<file path="src/rtl/dbus_pkg.sv">
// -----------------------------------------------------------------------------
// dbus_pkg
// Shared debug-bus (DMI) definitions used by the DMI arbiter and its neighbours.
//   - dmi_op_e   : DMI request opcode (NOP / READ / WRITE / RESERVED)
//   - dmi_resp_e : DMI response code (OK / RESERVED / ERR / BUSY)
//   - default widths for data, address and op/response-code fields
//   - helpers that assemble request/response words in the {.., op/code} layout
// No ports (package).
// -----------------------------------------------------------------------------
package dbus_pkg;

    localparam int DBUS_DEF_DATA_BITS = 32;
    localparam int DBUS_DEF_ADDR_BITS = 7;
    localparam int DBUS_DEF_OP_BITS   = 2;

    typedef enum logic [1:0] {
        DMI_OP_NOP      = 2'd0,
        DMI_OP_READ     = 2'd1,
        DMI_OP_WRITE    = 2'd2,
        DMI_OP_RESERVED = 2'd3
    } dmi_op_e;

    typedef enum logic [1:0] {
        DMI_RESP_OK       = 2'd0,
        DMI_RESP_RESERVED = 2'd1,
        DMI_RESP_ERR      = 2'd2,
        DMI_RESP_BUSY     = 2'd3
    } dmi_resp_e;

    // Default-width request word: {addr, data, op}, op in the LSBs.
    function automatic logic [DBUS_DEF_ADDR_BITS+DBUS_DEF_DATA_BITS+DBUS_DEF_OP_BITS-1:0]
        dbus_pack_req(input logic [DBUS_DEF_ADDR_BITS-1:0] addr,
                      input logic [DBUS_DEF_DATA_BITS-1:0] data,
                      input dmi_op_e                       op);
        return {addr, data, op};
    endfunction

    // Default-width response word: {data, code}, code in the LSBs.
    function automatic logic [DBUS_DEF_DATA_BITS+DBUS_DEF_OP_BITS-1:0]
        dbus_pack_resp(input logic [DBUS_DEF_DATA_BITS-1:0] data,
                       input dmi_resp_e                     code);
        return {data, code};
    endfunction

endpackage

</file>
<file path="src/rtl/dbus_arbiter.sv">
// -----------------------------------------------------------------------------
// dbus_arbiter
// Two-port round-robin arbiter in front of the Debug Module's single DMI target.
// Port m0 is the JTAG DTM, port m1 the ICB-controlled DTM. One request is in
// flight at a time; the DM response is routed back to the port that issued it.
// A response timeout synthesizes an error response so a hung DM cannot lock out
// either DTM, and unsolicited DM responses are dropped and flagged.
//
// Ports:
//   clk, rst                      clock, asynchronous active-high reset
//   mX_req_valid/ready/bits       upstream request channels (X = 0, 1)
//   mX_resp_valid/ready/bits      upstream response channels
//   dm_req_valid/ready/bits       request channel to the DM
//   dm_resp_valid/ready/bits      response channel from the DM
//   sticky_clr                    clears timeout_flag and stray_flag
//   busy                          a transaction is in progress (state != IDLE)
//   owner                         port currently or most recently granted
//   timeout_flag                  sticky: a DM response timed out
//   stray_flag                    sticky: an unsolicited DM response was dropped
// -----------------------------------------------------------------------------
module dbus_arbiter
    import dbus_pkg::*;
#(
    parameter int DEBUG_DATA_BITS = DBUS_DEF_DATA_BITS,
    parameter int DEBUG_ADDR_BITS = DBUS_DEF_ADDR_BITS,
    parameter int DEBUG_OP_BITS   = DBUS_DEF_OP_BITS,
    parameter int DBUS_REQ_BITS   = DEBUG_OP_BITS + DEBUG_ADDR_BITS + DEBUG_DATA_BITS,
    parameter int DBUS_RESP_BITS  = DEBUG_OP_BITS + DEBUG_DATA_BITS,
    parameter int TIMEOUT_CYCLES  = 255
) (
    input  logic                      clk,
    input  logic                      rst,

    input  logic                      m0_req_valid,
    output logic                      m0_req_ready,
    input  logic [DBUS_REQ_BITS-1:0]  m0_req_bits,
    output logic                      m0_resp_valid,
    input  logic                      m0_resp_ready,
    output logic [DBUS_RESP_BITS-1:0] m0_resp_bits,

    input  logic                      m1_req_valid,
    output logic                      m1_req_ready,
    input  logic [DBUS_REQ_BITS-1:0]  m1_req_bits,
    output logic                      m1_resp_valid,
    input  logic                      m1_resp_ready,
    output logic [DBUS_RESP_BITS-1:0] m1_resp_bits,

    output logic                      dm_req_valid,
    input  logic                      dm_req_ready,
    output logic [DBUS_REQ_BITS-1:0]  dm_req_bits,
    input  logic                      dm_resp_valid,
    output logic                      dm_resp_ready,
    input  logic [DBUS_RESP_BITS-1:0] dm_resp_bits,

    input  logic                      sticky_clr,
    output logic                      busy,
    output logic                      owner,
    output logic                      timeout_flag,
    output logic                      stray_flag
);

    typedef enum logic [1:0] {
        ST_IDLE = 2'd0,
        ST_REQ  = 2'd1,
        ST_RSP  = 2'd2,
        ST_DLV  = 2'd3
    } state_e;

    // Counter wide enough to reach TIMEOUT_CYCLES; one bit when the timeout is off.
    localparam int                CNT_W      = (TIMEOUT_CYCLES > 0) ? $clog2(TIMEOUT_CYCLES + 1) : 1;
    localparam logic [CNT_W-1:0]  CNT_LIMIT  = CNT_W'(TIMEOUT_CYCLES);
    localparam logic              TIMEOUT_EN = (TIMEOUT_CYCLES > 0) ? 1'b1 : 1'b0;

    // Synthesized response on timeout: data 0, code ERR.
    localparam logic [DBUS_RESP_BITS-1:0] RESP_TIMEOUT =
        DBUS_RESP_BITS'({{DEBUG_DATA_BITS{1'b0}}, DEBUG_OP_BITS'(DMI_RESP_ERR)});

    state_e                    state_q, state_d;
    logic                      owner_q, owner_d;
    logic [DBUS_REQ_BITS-1:0]  req_q, req_d;
    logic [DBUS_RESP_BITS-1:0] rsp_q, rsp_d;
    logic [CNT_W-1:0]          cnt_q, cnt_d;
    logic                      timeout_flag_q, timeout_flag_d;
    logic                      stray_flag_q, stray_flag_d;
    logic                      dm_resp_ready_q, dm_resp_ready_d;

    logic                      grant_m0_s;
    logic                      grant_m1_s;
    logic                      owner_resp_ready_s;
    logic                      timeout_set_s;
    logic                      stray_set_s;

    // Round-robin: on a tie the port that is not the current owner wins.
    always_comb begin
        grant_m0_s = m0_req_valid & (~m1_req_valid | owner_q);
        grant_m1_s = m1_req_valid & (~m0_req_valid | ~owner_q);
    end

    // Response-ready of whichever port owns the transaction being delivered.
    always_comb begin
        if (owner_q) begin
            owner_resp_ready_s = m1_resp_ready;
        end else begin
            owner_resp_ready_s = m0_resp_ready;
        end
    end

    // Next-state, datapath capture and handshake decode.
    always_comb begin
        state_d       = state_q;
        owner_d       = owner_q;
        req_d         = req_q;
        rsp_d         = rsp_q;
        cnt_d         = cnt_q;
        timeout_set_s = 1'b0;
        stray_set_s   = 1'b0;
        m0_req_ready  = 1'b0;
        m1_req_ready  = 1'b0;

        case (state_q)
            ST_IDLE: begin
                if (grant_m0_s) begin
                    m0_req_ready = 1'b1;
                    req_d        = m0_req_bits;
                    owner_d      = 1'b0;
                    state_d      = ST_REQ;
                end else if (grant_m1_s) begin
                    m1_req_ready = 1'b1;
                    req_d        = m1_req_bits;
                    owner_d      = 1'b1;
                    state_d      = ST_REQ;
                end else begin
                    state_d      = ST_IDLE;
                end
                // Nothing is outstanding, so any response here is unsolicited.
                stray_set_s = dm_resp_valid & dm_resp_ready_q;
            end

            ST_REQ: begin
                if (dm_req_ready) begin
                    if (dm_resp_valid && dm_resp_ready_q) begin
                        // DM answered in the accept cycle: skip RSP.
                        rsp_d   = dm_resp_bits;
                        state_d = ST_DLV;
                    end else begin
                        cnt_d   = {CNT_W{1'b0}};
                        state_d = ST_RSP;
                    end
                end else begin
                    // Response before the request is taken belongs to an
                    // earlier (timed-out) transaction.
                    stray_set_s = dm_resp_valid & dm_resp_ready_q;
                end
            end

            ST_RSP: begin
                if (dm_resp_valid) begin
                    rsp_d   = dm_resp_bits;
                    state_d = ST_DLV;
                end else if (TIMEOUT_EN && (cnt_q == CNT_LIMIT)) begin
                    rsp_d         = RESP_TIMEOUT;
                    timeout_set_s = 1'b1;
                    state_d       = ST_DLV;
                end else begin
                    cnt_d = cnt_q + CNT_W'(1);
                end
            end

            ST_DLV: begin
                if (owner_resp_ready_s) begin
                    state_d = ST_IDLE;
                end else begin
                    state_d = ST_DLV;
                end
            end

            default: begin
                state_d = ST_IDLE;
            end
        endcase
    end

    // Sticky flags: a set event in the same cycle beats sticky_clr.
    always_comb begin
        if (timeout_set_s) begin
            timeout_flag_d = 1'b1;
        end else if (sticky_clr) begin
            timeout_flag_d = 1'b0;
        end else begin
            timeout_flag_d = timeout_flag_q;
        end

        if (stray_set_s) begin
            stray_flag_d = 1'b1;
        end else if (sticky_clr) begin
            stray_flag_d = 1'b0;
        end else begin
            stray_flag_d = stray_flag_q;
        end
    end

    // DM response is accepted in every state except DLV, where rsp_q is
    // still held for the upstream port. Registered so it is low in reset.
    always_comb begin
        dm_resp_ready_d = (state_d != ST_DLV) ? 1'b1 : 1'b0;
    end

    // State and datapath registers.
    always_ff @(posedge clk or posedge rst) begin
        if (rst) begin
            state_q         <= ST_IDLE;
            owner_q         <= 1'b1;
            req_q           <= {DBUS_REQ_BITS{1'b0}};
            rsp_q           <= {DBUS_RESP_BITS{1'b0}};
            cnt_q           <= {CNT_W{1'b0}};
            timeout_flag_q  <= 1'b0;
            stray_flag_q    <= 1'b0;
            dm_resp_ready_q <= 1'b0;
        end else begin
            state_q         <= state_d;
            owner_q         <= owner_d;
            req_q           <= req_d;
            rsp_q           <= rsp_d;
            cnt_q           <= cnt_d;
            timeout_flag_q  <= timeout_flag_d;
            stray_flag_q    <= stray_flag_d;
            dm_resp_ready_q <= dm_resp_ready_d;
        end
    end

    // Outputs decoded from registered state.
    always_comb begin
        busy          = (state_q != ST_IDLE) ? 1'b1 : 1'b0;
        owner         = owner_q;
        timeout_flag  = timeout_flag_q;
        stray_flag    = stray_flag_q;
        dm_resp_ready = dm_resp_ready_q;
        dm_req_valid  = (state_q == ST_REQ) ? 1'b1 : 1'b0;
        dm_req_bits   = req_q;
        m0_resp_valid = ((state_q == ST_DLV) && !owner_q) ? 1'b1 : 1'b0;
        m1_resp_valid = ((state_q == ST_DLV) &&  owner_q) ? 1'b1 : 1'b0;
        // Only the owning port sees the response payload.
        m0_resp_bits  = owner_q ? {DBUS_RESP_BITS{1'b0}} : rsp_q;
        m1_resp_bits  = owner_q ? rsp_q : {DBUS_RESP_BITS{1'b0}};
    end

endmodule

</file>
<file path="config.mk">
export PLATFORM = sky130hd
export DESIGN_NAME = dbus_arbiter
export DESIGN_NICKNAME = d
export VERILOG_FILES = /design/src/rtl/dbus_pkg.sv /design/src/rtl/dbus_arbiter.sv
export SDC_FILE = /design/constraint.sdc
export NUM_CORES = 1
export LEC_CHECK = 0
export BUFFER_PORTS_ARGS = -buffer_cell sky130_fd_sc_hd__buf_2
export CORE_ASPECT_RATIO = 0.9
export CORE_MARGIN = 10
export CORE_UTILIZATION = 49
export DETAILED_ROUTE_END_ITERATION = 16
export GPL_ROUTABILITY_DRIVEN = 0
export PLACE_DENSITY = 0.85
export SLEW_MARGIN = 30
export SYNTH_ARGS = -nofsm -noshare
export SYNTH_HDL_FRONTEND = slang
export SYNTH_SLANG_ARGS = --single-unit
</file>
<file path="constraint.sdc">
create_clock -name clk -period 6 [get_ports clk]
set_clock_uncertainty 0.1 [all_clocks]
set_input_delay 0 -clock clk [delete_from_list [all_inputs] [get_ports clk]]
set_output_delay 0 -clock clk [all_outputs]
set_load 0.02 [all_outputs]
</file>
### Yosys cells after proc, flatten, opt, wreduce, memory -nomap -nowiden

Cells that the tools add are included.

| word-level totals | value |
|---|---|
| bits in registers | 89 |
| output and inout port bits | 119 |
| word-level logic and storage cells | 84 |

| cells by class | value |
|---|---|
| add/sub/neg operators | 1 |
| eq/ne operators | 11 |
| muxes and demuxes | 43 |
| bitwise operators | 8 |
| reduce and logical (&&, ||, !) cells | 13 |

Operators with widths:

| operator | number |
|---|---|
| two-way mux 34 bit | 6 |
| two-way mux 41 bit | 2 |
| one-hot mux 34 bit (2 select lines) | 1 |
| two-way mux 8 bit | 4 |
| two-way mux 1 bit | 23 |
| one-hot mux 8 bit (2 select lines) | 1 |
| inequality test 2 bit, second input constant | 6 |
| nonzero test 2 bit | 5 |
| adder 8 x 1 -> 8 bit, second input constant | 1 |
| == test 8 bit, second input constant | 1 |
| two-way mux 2 bit | 4 |
| one-hot mux 2 bit (4 select lines) | 1 |
| AND reduction 5 bit | 1 |
| == test 2 bit, second input constant | 2 |
| AND reduction 4 bit | 1 |
| AND 1 bit | 3 |
| logical AND 1 bit | 3 |
| inequality test 3 bit, second input constant | 1 |
| NOT 1 bit | 3 |
| == test 2 x 1 -> 1 bit, second input constant | 1 |
| zero test 2 bit | 1 |
| OR 1 bit | 2 |
| one-hot mux 1 bit (2 select lines) | 1 |
| AND reduction 2 bit | 1 |
| zero test 1 bit | 1 |

### Longest topological paths before layout

| depth | value |
|---|---|
| word-level depth | 8 |
| depth in mapped cells | 7 |

### Worst setup path before layout

OpenSTA, ideal clock, no wires.

| path | value |
|---|---|
| path kind | register -> register |
| from | register cnt_q[0] |
| to | register cnt_q[7] |
| arrival time | 1.874 ns |
| data required time | 5.822 ns |
| slack | 3.949 ns |
| cell stages (with the launch flop) | 7 |
| path buffers | 1 |
| cell sequence | dfrtp_1 > ha_1 > and4_1 > and4_1 > clkbuf_1 > or4_1 > a21boi_1 |

| on the way | value |
|---|---|
| longest elaborated chain between the ends | 4 |
| elaborated cells between the ends (all ways) | 7 |
| classes of those cells | add/sub (1); eq/ne (2); mux (3); reduce/logical (1) |

Ends and longest elaborated chain:

| element | RTL line | RTL |
|---|---|---|
| from (decl) | dbus_arbiter.sv:82 | `logic [CNT_W-1:0] cnt_q, cnt_d;` |
| from (signal assigned) | dbus_arbiter.sv:215 | `cnt_q <= {CNT_W{1'b0}};` |
| from (signal assigned) | dbus_arbiter.sv:224 | `cnt_q <= cnt_d;` |
| adder 8 x 1 -> 8 bit | dbus_arbiter.sv:165 | `cnt_d = cnt_q + CNT_W'(1);` |
| two-way mux 8 bit | dbus_arbiter.sv:160 | `end else if (TIMEOUT_EN && (cnt_q == CNT_LIMIT)) begin` |
| two-way mux 8 bit | dbus_arbiter.sv:157 | `if (dm_resp_valid) begin` |
| one-hot mux 8 bit (2 select lines) | dbus_arbiter.sv:120 | `case (state_q)` |

Several ways; a longest one is shown, not always the timed one. The select of a mux whose other input is x is not followed.
A chain may end at the register's enable or synchronous reset.

### Final worst setup path

| path | value |
|---|---|
| from | register owner_q, in the netlist owner |
| to | register req_q[19], in the netlist dm_req_bits[19] |

| on the way | value |
|---|---|
| longest elaborated chain between the ends | 5 |
| elaborated cells between the ends (all ways) | 8 |
| classes of those cells | mux (1); bitwise (5); reduce/logical (2) |

Ends and longest elaborated chain:

| element | RTL line | RTL |
|---|---|---|
| from (decl) | dbus_arbiter.sv:79 | `logic owner_q, owner_d;` |
| from (signal assigned) | dbus_arbiter.sv:221 | `owner_q <= owner_d;` |
| NOT 1 bit | dbus_arbiter.sv:96 | `grant_m1_s = m1_req_valid & (~m0_req_valid \| ~owner_q);` |
| OR 1 bit | dbus_arbiter.sv:96 |  |
| AND 1 bit | dbus_arbiter.sv:96 |  |
| nonzero test 2 bit (no source line) | -- |  |
| AND reduction 2 bit (no source line) | -- |  |
| to (signal assigned) | dbus_arbiter.sv:213 | `req_q <= {DBUS_REQ_BITS{1'b0}};` |
| to (signal assigned) | dbus_arbiter.sv:222 | `req_q <= req_d;` |
| to (decl) | dbus_arbiter.sv:80 | `logic [DBUS_REQ_BITS-1:0] req_q, req_d;` |

Several ways; a longest one is shown, not always the timed one.

==> impl_metrics.ini <==
[timing]
final.min_clock_period_ns = 2.836
grt_setup_unrepaired = false
fin_ws_ns = 3.164
achievable-frequency_mhz = 352.7
final_min_period_over_clock_period = 0.4726
final_number_of_setup_violating_endpoints = 0
hold_violations = 0
tns_ns = 0
max-slew-margin-rel = 0.4664
worstMarginPinSlew_ns = 0.8004
maxSlewViolCount = 0

[clock_tree]
ctsResizeCount = 0
cts_htree_levels = 3
insertion_delay_ns = 0.35
deepest_clock_path_buffer_count = 2
clock_tree_sinks = 89
clock-root-buffer = sky130_fd_sc_hd__clkbuf_8
postCtsSetupRepairBufs = 0
tritoncts.num_buffers = 9
cts_tree = built
clkTransAtPathRegs_ns = 0.09

[worst_setup_path]
end_kind = flop
count_of_buffer_and_inverter_cells_on_the_critical_path = 2
cell_with_the_largest_stage_delay_on_the_worst_path = sky130_fd_sc_hd__dfstp_2
crit_path_max_fanout = 42
worstPathCellList = o21ai_4 -> buf_4 -> mux2i_1 -> dlygate4sd3_1 -> a21oi_1
critical-path-max-stage-delay_ns = 1.06
timing.setup.critical_path_class = flop to flop
worst_ep_arrival_time_ns = 2.93
worstPathRequired_ns = 6.09
critical-path-top-delay-family = flip-flops
cp-start-kind = flop

[synthesis]
yosysSeqAreaShare = 0.4982
synth_async_sr_flop_share = 1.000
post_synth_instance_area_um2 = 4473
yosys_warnings = 0
net_count_after_synthesis = 611
synth-seq-cells = 89
synth_enable_flop_cells = 0
synth_cell_type_count = 41
avgSynthCellArea_um2 = 9.223
synthesis.instances = 485
ys_flop_type = sky130_fd_sc_hd__dfrtp_1

[cells_and_area]
area_of_all_placed_cells_without_fillers_um2 = 7172
nets = 963
area_growth_pct = 60.34
fillCellCount = 485
drive_gt1_frac = 0.3207
finalNonFillerCells = 969

[global_route]
groute.layer.met3.usage = 0.09623
grt_pass1_wl_um = 29260
first_global_vias = 5550
grtUsageMet2 = 0.4448
groute.usage.overall = 0.2680
grt.overflow.total = 0
antenna_found_initial = 5
grt.busiest_layer = met2
grt_start_max_net_pins = 90
met1_usage = 0.2902

[power]
power_frac_seq = 0.309
net_switching_power_of_the_design_mw = 1.739
intPower_mw = 1.717
combPwrFrac = 0.587
power.leakage_nw = 3.805
netSwitchingFraction = 0.5031
irDropWorstVdd_mv = 0.2762
pwr_density_cell_nw_per_um2 = 481.9
power.share.clock = 0.104

[place]
place.detailed.hpwl_um = 10750
port_buffers = 243
pre_cts_slack_ns = 3.770
dp_cells = 825
placedInstanceArea_um2 = 5764

[floorplan]
initial_utilization = 0.4969
placementRows = 33
die_width_um = 120.7
core_region_area_um2 = 9001
die_area_um2 = 13360
pin_count = 244
fp.dieH_um = 110.6

[route]
ant_nets = 0
drc_errors = 0
wire_per_inst_um = 19.22
drt_iter0_markers = 359
detail_route.vias_per_cell = 5.348
drt_pre_antenna_iters = 5
vias = 5182
finalWirelength_um = 18620

[min_path]
min_path_type = input port to flop

[run]
max_cap_violations = 0

[status]
status = completed
[path summary, 6_finish.rpt]
kind                                      startpoint                          end  slack (ns)  cells after the start
worst max-delay path               owner$_DFFE_PP1P_  dm_req_bits[19]$_DFFE_PP0P_        3.16                      5
max in group asynchronous                        rst         rsp_q[1]$_DFFE_PP0P_        4.93                      4
min in group asynchronous                        rst   dm_req_bits[8]$_DFFE_PP0P_        0.33                      4
worst min register to register  rsp_q[1]$_DFFE_PP0P_         rsp_q[1]$_DFFE_PP0P_        0.43                      1
worst min-delay path                   m0_resp_ready         state_q[1]$_DFF_PP0_        0.05                      4
worst max register to register     owner$_DFFE_PP1P_  dm_req_bits[19]$_DFFE_PP0P_        3.16                      5
[cells in the final DEF, fill, tap and decap left out, types with 2 or more instances in the layout]
cell type | Yosys | final
sky130_fd_sc_hd__a21boi_1 | 5 | 5
sky130_fd_sc_hd__a21oi_1 | 43 | 43
sky130_fd_sc_hd__and2_1 | 4 | 4
sky130_fd_sc_hd__and2b_1 | 2 | 2
sky130_fd_sc_hd__and3_1 | 2 | 2
sky130_fd_sc_hd__and4_1 | 2 | 2
sky130_fd_sc_hd__buf_2 | 5 | 243
sky130_fd_sc_hd__buf_4 | 1 | 4
sky130_fd_sc_hd__clkbuf_1 | 19 | 2
sky130_fd_sc_hd__clkbuf_8 | 0 | 9
sky130_fd_sc_hd__clkinv_2 | 0 | 3
sky130_fd_sc_hd__clkinvlp_4 | 0 | 3
sky130_fd_sc_hd__dfrtp_1 | 88 | 88
sky130_fd_sc_hd__diode_2 | 0 | 5
sky130_fd_sc_hd__dlygate4sd3_1 | 0 | 123
sky130_fd_sc_hd__inv_1 | 40 | 39
sky130_fd_sc_hd__mux2_1 | 2 | 2
sky130_fd_sc_hd__mux2i_1 | 75 | 75
sky130_fd_sc_hd__nand2_1 | 40 | 40
sky130_fd_sc_hd__nand3_1 | 5 | 4
sky130_fd_sc_hd__nand4_1 | 2 | 2
sky130_fd_sc_hd__nor2_1 | 111 | 111
sky130_fd_sc_hd__nor2b_1 | 2 | 2
sky130_fd_sc_hd__o21ai_1 | 3 | 2
sky130_fd_sc_hd__o31ai_1 | 6 | 6
sky130_fd_sc_hd__or4_1 | 5 | 5
[sequential cells by signal, summed over array words and instances, names as in the netlist]
name and cells:
dm_resp_ready 1, cnt_q 8, stray_flag 1, owner 1, state_q 2, dm_req_bits 41, rsp_q 34, timeout_flag 1
[layer usage]
| layer | routed length, um | up-vias |
|---|---|---|
| met5 | 0 | - |
| met4 | 823 | 0 |
| met3 | 1972 | 77 |
| met2 | 8898 | 360 |
| met1 | 6929 | 2441 |
| li1 | - | 2304 |
[stage by stage]
| stage | hold WS (ns) | util | total power, mW |
|---|---|---|---|
| final | 0.04987 | 0.7968 | 3.456 |
| after global routing | 0.07240 | 0.7968 | 3.663 |
| after CTS | 0.05209 | 0.7954 | 3.363 |
| after detailed placement | 0.1078 | 0.6404 | 2.901 |
| after global placement | 0.1055 | 0.6400 | 2.842 |
| after floorplan | -0.01093 | - | 2.268 |
[layout make-up]
| cell class | count | area (um2) | share of cell area |
|---|---|---|---|
| Antenna cell | 5 | 12.51 | 0.001745 |
| Clock inverter | 5 | 32.53 | 0.004536 |
| Tap cell | 122 | 152.6 | 0.02128 |
| Timing Repair Buffer | 371 | 2489 | 0.3470 |
| Sequential cell | 89 | 2228 | 0.3107 |
| Clock buffer | 11 | 131.4 | 0.01832 |
| Inverter | 41 | 155.1 | 0.02163 |
| Multi-Input combinational cell | 325 | 1971 | 0.2748 |
[cells by family after synthesis]
family	Yosys count	synth area share
and+or+nand+nor	179	0.1692
buffers and inverters	71	0.06517
AOI/OAI and AO/OA	68	0.09175
adders and majority gates	1	0.002797
muxes	77	0.1729
DFF	89	0.4982
[worst min-delay path, stage by stage]
cell and delay, ns:
sky130_fd_sc_hd__buf_2 0.08, sky130_fd_sc_hd__mux2i_1 0.12, sky130_fd_sc_hd__a21oi_1 0.17, sky130_fd_sc_hd__o21ai_1 0.08
[power by group through the flow]
| stage | clock network (mW) | registers [mW] | logic, mW |
|---|---|---|---|
| 2_1_floorplan | 0 | 1.17 | 1.09 |
| 3_3_place_gp | 0 | 1.04 | 1.81 |
| 3_5_place_dp | 0 | 1.05 | 1.85 |
| 4_1_cts | 0.371 | 1.04 | 1.95 |
| 5_1_grt | 0.388 | 1.10 | 2.18 |
| 6_report | 0.359 | 1.07 | 2.03 |
[cell usage after synthesis, types with 2 or more instances]
library cell | number | area (um2)
sky130_fd_sc_hd__mux2_1 | 2 | 22.52
sky130_fd_sc_hd__mux2i_1 | 75 | 750.7
sky130_fd_sc_hd__o21ai_1 | 3 | 15.01
sky130_fd_sc_hd__nand4_1 | 2 | 12.51
sky130_fd_sc_hd__buf_1 | 3 | 11.26
sky130_fd_sc_hd__and3_1 | 2 | 12.51
sky130_fd_sc_hd__dfrtp_1 | 88 | 2202
sky130_fd_sc_hd__buf_2 | 5 | 25.02
sky130_fd_sc_hd__o31ai_1 | 6 | 45.04
sky130_fd_sc_hd__clkbuf_1 | 19 | 71.32
sky130_fd_sc_hd__a21boi_1 | 5 | 37.54
sky130_fd_sc_hd__nand2_1 | 40 | 150.1
sky130_fd_sc_hd__buf_6 | 2 | 22.52
sky130_fd_sc_hd__nor2_1 | 111 | 416.7
sky130_fd_sc_hd__and2b_1 | 2 | 15.01
sky130_fd_sc_hd__and2_1 | 4 | 25.02
sky130_fd_sc_hd__nor2b_1 | 2 | 12.51
sky130_fd_sc_hd__a21oi_1 | 43 | 215.2
sky130_fd_sc_hd__or4_1 | 5 | 37.54
sky130_fd_sc_hd__nand3_1 | 5 | 25.02
sky130_fd_sc_hd__inv_1 | 40 | 150.1
sky130_fd_sc_hd__and4_1 | 2 | 17.52
[what timing repair did]
item | in CTS | in global routing
hold buffers | 123 | 0
endpoints found under the hold margin | 169 | 0
endpoints found under the setup margin | 0 | 0
Power figures use the tool's default switching activity.
